### config.mk
export PLATFORM = sky130hd
export DESIGN_NAME = frame_deformer
export DESIGN_NICKNAME = d
export VERILOG_FILES = /design/src/rtl/frame_deformer.sv
export SDC_FILE = /design/constraint.sdc
export NUM_CORES = 1
export LEC_CHECK = 0
export CAP_MARGIN = 25
export CORE_MARGIN = 2
export CORE_UTILIZATION = 60
export CTS_CLUSTER_DIAMETER = 80
export DETAILED_ROUTE_END_ITERATION = 16
export GPL_TIMING_DRIVEN = 0
export HOLD_SLACK_MARGIN = 0.05
export PLACE_DENSITY = 0.83
export SYNTH_ARGS = -nofsm -noshare
export SYNTH_HDL_FRONTEND = slang
export SYNTH_SLANG_ARGS = --single-unit
### constraint.sdc
create_clock -name CLK -period 4.6 [get_ports CLK]
set_clock_uncertainty 0.05 [all_clocks]
set_input_delay 1.38 -clock CLK [delete_from_list [all_inputs] [get_ports CLK]]
set_output_delay 1.38 -clock CLK [all_outputs]
set_load 0.03 [all_outputs]
### src/rtl/frame_deformer.sv
// frame_deformer: hunts a serial bit stream for a sync word, then forwards
// PAYLOAD_LEN bits per frame from the input bit FIFO to the output bit FIFO.
// Ports: CLK, RESET_N (async, active low)
//        FIFO_IN_DATA/RE/EMPTY  - input bit FIFO, data valid cycle after RE
//        FIFO_OUT_DATA/WE/FULL  - output bit FIFO
//        SYNC_LOCK   - high while forwarding payload
//        FRAME_START - one-cycle pulse on sync word match
//        FRAME_CNT   - completed frames, wraps
// Macro DEFRAMER_ERR_TOL_EN: accept up to PREAMBLE_MAX_ERR bit errors in
// the sync word; undefined means exact match only.
module frame_deformer #(
  parameter int PREAMBLE_LEN = 30,
  parameter logic [PREAMBLE_LEN-1:0] PREAMBLE_VAL = 'h0123425,
  parameter int PAYLOAD_LEN = 48,
  parameter int PREAMBLE_MAX_ERR = 2
) (
  input  logic        CLK,
  input  logic        RESET_N,
  input  logic        FIFO_IN_DATA,
  output logic        FIFO_IN_RE,
  input  logic        FIFO_IN_EMPTY,
  output logic        FIFO_OUT_DATA,
  output logic        FIFO_OUT_WE,
  input  logic        FIFO_OUT_FULL,
  output logic        SYNC_LOCK,
  output logic        FRAME_START,
  output logic [15:0] FRAME_CNT
);

  localparam int FW = $clog2(PREAMBLE_LEN + 1);
  localparam int PW = (PAYLOAD_LEN > 1) ?
                      $clog2(PAYLOAD_LEN) : 1;
  localparam logic [FW-1:0] FILL_FULL = FW'(PREAMBLE_LEN);
  localparam logic [PW-1:0] PAY_LAST = PW'(PAYLOAD_LEN - 1);

  // A tolerance of half the word or more would accept garbage.
  if (PREAMBLE_MAX_ERR >= PREAMBLE_LEN / 2) begin : g_bad_cfg
    $error("PREAMBLE_MAX_ERR too large");
  end

  typedef enum logic [2:0] {
    WAIT_FIFO_IN,
    READ_FROM_FIFO_IN,
    GET_FROM_FIFO_IN,
    CHECK_SYNC,
    CHECK_FIFO_OUT_DATA,
    SEND_DATA
  } state_t;

  typedef enum logic {
    HUNT,
    PAYLOAD
  } mode_t;

  state_t state;
  state_t state_nxt;
  mode_t  mode;

  logic [PREAMBLE_LEN-1:0] window;
  logic [FW-1:0]           fill_cnt;
  logic [PW-1:0]           pay_cnt;
  logic                    data_int;
  logic                    win_ok;
  logic                    match;

`ifdef DEFRAMER_ERR_TOL_EN
  logic [PREAMBLE_LEN-1:0] diff;
  logic [FW-1:0]           dist;

  always_comb begin
    diff = window ^ PREAMBLE_VAL;
    dist = '0;
    for (int i = 0; i < PREAMBLE_LEN; i++) begin
      dist = dist + FW'(diff[i]);
    end
  end

  assign win_ok = (dist <= FW'(PREAMBLE_MAX_ERR));
`else
  assign win_ok = (window == PREAMBLE_VAL);
`endif

  // Only a fully refilled window may match, so bits left over from
  // a previous frame never combine into a false sync.
  assign match = (fill_cnt == FILL_FULL) && win_ok;

  assign SYNC_LOCK = (mode == PAYLOAD);

  always_ff @(posedge CLK or negedge RESET_N) begin
    if (!RESET_N) begin
      state     <= WAIT_FIFO_IN;
      mode      <= HUNT;
      window    <= '0;
      fill_cnt  <= '0;
      pay_cnt   <= '0;
      data_int  <= 1'b0;
      FRAME_CNT <= '0;
    end else begin
      state <= state_nxt;
      unique case (state)
        GET_FROM_FIFO_IN: begin
          data_int <= FIFO_IN_DATA;
          if (mode == HUNT) begin
            window <= {FIFO_IN_DATA,
                       window[PREAMBLE_LEN-1:1]};
            if (fill_cnt != FILL_FULL) begin
              fill_cnt <= fill_cnt + 1'b1;
            end
          end
        end
        CHECK_SYNC: begin
          if (match) begin
            mode    <= PAYLOAD;
            pay_cnt <= '0;
          end
        end
        SEND_DATA: begin
          if (pay_cnt == PAY_LAST) begin
            mode      <= HUNT;
            pay_cnt   <= '0;
            window    <= '0;
            fill_cnt  <= '0;
            FRAME_CNT <= FRAME_CNT + 16'd1;
          end else begin
            pay_cnt <= pay_cnt + 1'b1;
          end
        end
        default: ;
      endcase
    end
  end

  always_comb begin
    state_nxt     = state;
    FIFO_IN_RE    = 1'b0;
    FIFO_OUT_WE   = 1'b0;
    FIFO_OUT_DATA = 1'b0;
    FRAME_START   = 1'b0;
    unique case (state)
      WAIT_FIFO_IN: begin
        if (!FIFO_IN_EMPTY) begin
          state_nxt = READ_FROM_FIFO_IN;
        end
      end
      READ_FROM_FIFO_IN: begin
        FIFO_IN_RE = 1'b1;
        state_nxt  = GET_FROM_FIFO_IN;
      end
      GET_FROM_FIFO_IN: begin
        state_nxt = (mode == HUNT) ? CHECK_SYNC :
                    CHECK_FIFO_OUT_DATA;
      end
      CHECK_SYNC: begin
        FRAME_START = match;
        state_nxt   = WAIT_FIFO_IN;
      end
      CHECK_FIFO_OUT_DATA: begin
        if (!FIFO_OUT_FULL) begin
          state_nxt = SEND_DATA;
        end
      end
      SEND_DATA: begin
        FIFO_OUT_WE   = 1'b1;
        FIFO_OUT_DATA = data_int;
        state_nxt     = WAIT_FIFO_IN;
      end
      default: begin
        state_nxt = WAIT_FIFO_IN;
      end
    endcase
  end

endmodule

==> summary.md <==
| Metric | Value |
|---|---|
| Syn Area/Cell | `about 12 um2` |
| Port Buffer Count | `25` |
| Async S/R FF share, synth | `100%` |
| Hold Startpoint | `FRAME_CNT[15]` |
| Final net count | `about 270` |
| Row cnt | `24` |
| Avg WL per Cell | `15.9 um` |
| Initial Util | `61.7%` |
| Postcts setup bufs | `0` |
| Ant diodes | `0` |
| Post-DP HPWL | `roughly 3500 um` |
| Vias post-DR | `about 1,900` |
| RSZ-0062 raised after global routing | `false` |
| Setup slack after layout | `344 ps` |
| Post-layout min period | `4260 ps` |
| WS Path Type | `reg2out` |
| Final cell count without fillers | `321` |
| Max-Cap Viols | `0` |
| Slowest-stage cell, CP | `clkdlybuf4s50_1` |
| Relative slew slack | `a little under half` |
| Iteration-0 DRC Markers | `about 150` |
| Fillcell total | `306` |
| Detailed Routing Iterations Pass 1 | `4` |
| Gr ovfl total | `0` |
| Post-synth EDFFs | `0` |
| Clock sink count | `62` |
| Register area share after synthesis | `58.2%` |
| Die W | `~70 um` |
| Endpoints failing hold | `0` |
| Least-Margin Pin Slew | `around 820 ps` |
| Synthesis-stage register bit count | `between 60 and 70` |
| Io pins | `26` |
| Post-cts resize count | `0` |
| Vias in the first global route | `approximately 1,900` |
| Antenna violations before repair | `0` |
| Fin crit share | `92.5%` |
| Hold Worst Slack | `423 ps` |
| Cts bufs inserted | `9` |
| Global-route wire length before repair | `between 8000 and 9000 um` |
| Clock Path Buffers | `2` |
| Setup Viol. Count Final | `0` |
| Die height | `just over 70 um` |
| CP Launch Type | `flop` |
| Mapped Cells | `~230` |
| Die footprint | `4990 um2` |
| Setup TNS | `0 ps` |
| Post-synthesis net count | `approximately 240` |
| Ranking of synthesized cells by area | `dfrtp_1 58%, a22o_1 9.2%, xnor2_1 3.9%, nand2_1 2.4%, nand3_1 2.1%` |
| Static Leakage | `between 0.001 and 0.0015 uW` |
| Core Area | `roughly 4300 um2` |
| Status | `finished clean` |
| GRT Resource Usage Total | `a little under a quarter` |
| PD cells | `just under 500 nW/um2` |
| Crit path launch | `window[9]` |
| Placed cell count | `between 300 and 400` |
| Clk slew on worst S/H paths | `roughly 60 ps` |
| Clock latency at the later pin of the worst-skew pair | `roughly 330 ps` |
| WP data required | `roughly 3200 ps` |
| Distinct cell type count after synthesis | `41` |
| HP Class | `reg2reg` |
| Root buffer cell | `clkbuf_8` |
| DP Worst Slack | `about 680 ps` |
| Drt drc | `0` |
| CTS tree | `yes` |
| Cts hold-fix bufs | `0` |
| Area growth, synth to finish | `19.9%` |
| Worst-path fanout max | `7` |
| VDD IR max | `about 0.36 mV` |
| Slew Viols, Final | `0` |
| Top_reg_cell synth | `dfrtp_1` |
| Share of layout cells above drive strength 1 | `a little under a tenth` |
| Data arrival, critical path | `approximately 2800 ps` |
| CP cell instances | `or4_1, or4_4, nor3_4, clkdlybuf4s50_1` |
| Crit. End Element | `output pin` |
| Mapped cell area | `2670 um2` |
| Yosys warnings | `0` |
| Critical Path Max Stage Delay | `roughly 730 ps` |
| Routed Antenna Nets | `0` |
| GP Congestion | `between 0.8 and 0.9` |
| Post-Route WL | `5110 um` |
| Largest net degree at the start of global routing | `35` |
| Vias/cell | `roughly 6` |
| Reg2reg start | `pay_cnt[0]` |
| Synth area leader | `dfrtp_1` |
| Htree depth | `3` |
| Yosys top cell area share | `approximately three fifths` |
| Upper clock frequency limit | `between 200 and 250 MHz` |
## layer usage
layer  wire, um  vias to the layer above  track usage (%)
li1           -                      918                -
met3        213                        6             7.26
met4         41                        0             6.29
met2       2460                       45             36.8
met5          0                        -                0
met1       2390                      951             31.6
## cell families (layout without fill, tap and decap cells)
| family | after synthesis | in the layout | synth area share [%] |
|---|---|---|---|
| AND/OR/NAND/NOR | 81 | 81 | 17.8 |
| adder cells (fa/ha/maj) | 4 | 4 | 1.88 |
| XOR/XNOR | 18 | 18 | 5.91 |
| multiplexers | 1 | 1 | 0.422 |
| AO/OA/AOI/OAI | 48 | 48 | 14.0 |
| buffers and inverters | 13 | 55 | 1.83 |
| flip-flops | 62 | 62 | 58.2 |
## path summary, 6_finish.rpt
check | cells past startpoint | end | slack [ps]
worst max-delay path | 4 | FRAME_START | 340
worst min-delay path | 1 | FRAME_CNT[15] | 420
worst max register to register | 6 | window[19] | 2380
worst min register to register | 1 | FRAME_CNT[15] | 420
max in group asynchronous | 2 | window[9] | 2870
min in group asynchronous | 1 | pay_cnt[5] | 1020
## report_power, final
group	switching (uW)	internal, uW	total [uW]	leakage, uW
registers	98.2	654	752	0.000843
logic	194	151	345	0.000507
clock network	200	277	477	0.000106
total	492	1080	1570	0.00146
## cell usage in the layout (no fill, tap or decap), drive strengths merged, types with 2 or more instances in the layout
cell / Yosys / routed
or4: 3 / 3
nand3b: 2 / 2
nand2: 17 / 17
clkbuf: 8 / 20
dfrtp: 62 / 62
nand2b: 3 / 3
nor4: 3 / 3
ha: 4 / 4
nor3: 7 / 7
xor2: 6 / 6
nand3: 12 / 12
clkinv: 0 / 3
nand4: 8 / 8
inv: 5 / 5
a22o: 30 / 30
nor4b: 3 / 3
clkdlybuf4s50: 0 / 24
and2: 3 / 3
o211ai: 2 / 2
nor2b: 4 / 4
a21oi: 4 / 4
o22ai: 2 / 2
xnor2: 12 / 12
o21ai: 5 / 5
buf: 0 / 2
nor2: 7 / 7
a31oi: 2 / 2
and3: 3 / 3
## registers in the layout, summed over array words and instances (netlist names)
name	cells
FRAME_CNT	16
SYNC_LOCK	1
data_int	1
fill_cnt	5
pay_cnt	6
state	3
window	30
## area by class of cell
| type | instances | area, um2 | share of cell area (%) |
|---|---|---|---|
| Clock inverter | 4 | 45.0 | 1.41 |
| Inverter | 5 | 18.8 | 0.587 |
| Sequential cell | 62 | 1550 | 48.5 |
| Timing Repair Buffer | 26 | 265 | 8.29 |
| Multi-Input combinational cell | 152 | 1070 | 33.4 |
| Tap cell | 52 | 65.1 | 2.03 |
| Buffer | 8 | 30.0 | 0.939 |
| Clock buffer | 12 | 155 | 4.85 |
## worst max-delay path, delay by kind of cell (launching register included)
kind,cells,cell delay (ps)
flops,1,400
buf+inv,1,730
simple gates,3,1370
## through the flow
step	util, %	total power, uW	area (um2)
3_5_place_dp	69.3	1100	3000
3_3_place_gp	69.0	1080	2980
4_1_cts	74.0	1580	3200
5_1_grt	74.0	1660	3200
2_1_floorplan	-	988	2670
6_report	74.0	1570	3200
## synth_stat cells, types with 3 or more instances
cell and n:
inv_1 5, nand4_1 8, nor4_1 3, nor2_1 7, xnor2_1 12, nand3_1 11
and3_1 3, nand2_1 17, a21oi_1 4, a22o_1 28, o21ai_0 3, nor3_1 6
and2_1 3, dfrtp_1 62, nor2b_1 4, xor2_1 6, ha_1 4, clkbuf_1 8
nand2b_1 3
Note: power is estimated with default switching activity, not from simulation.
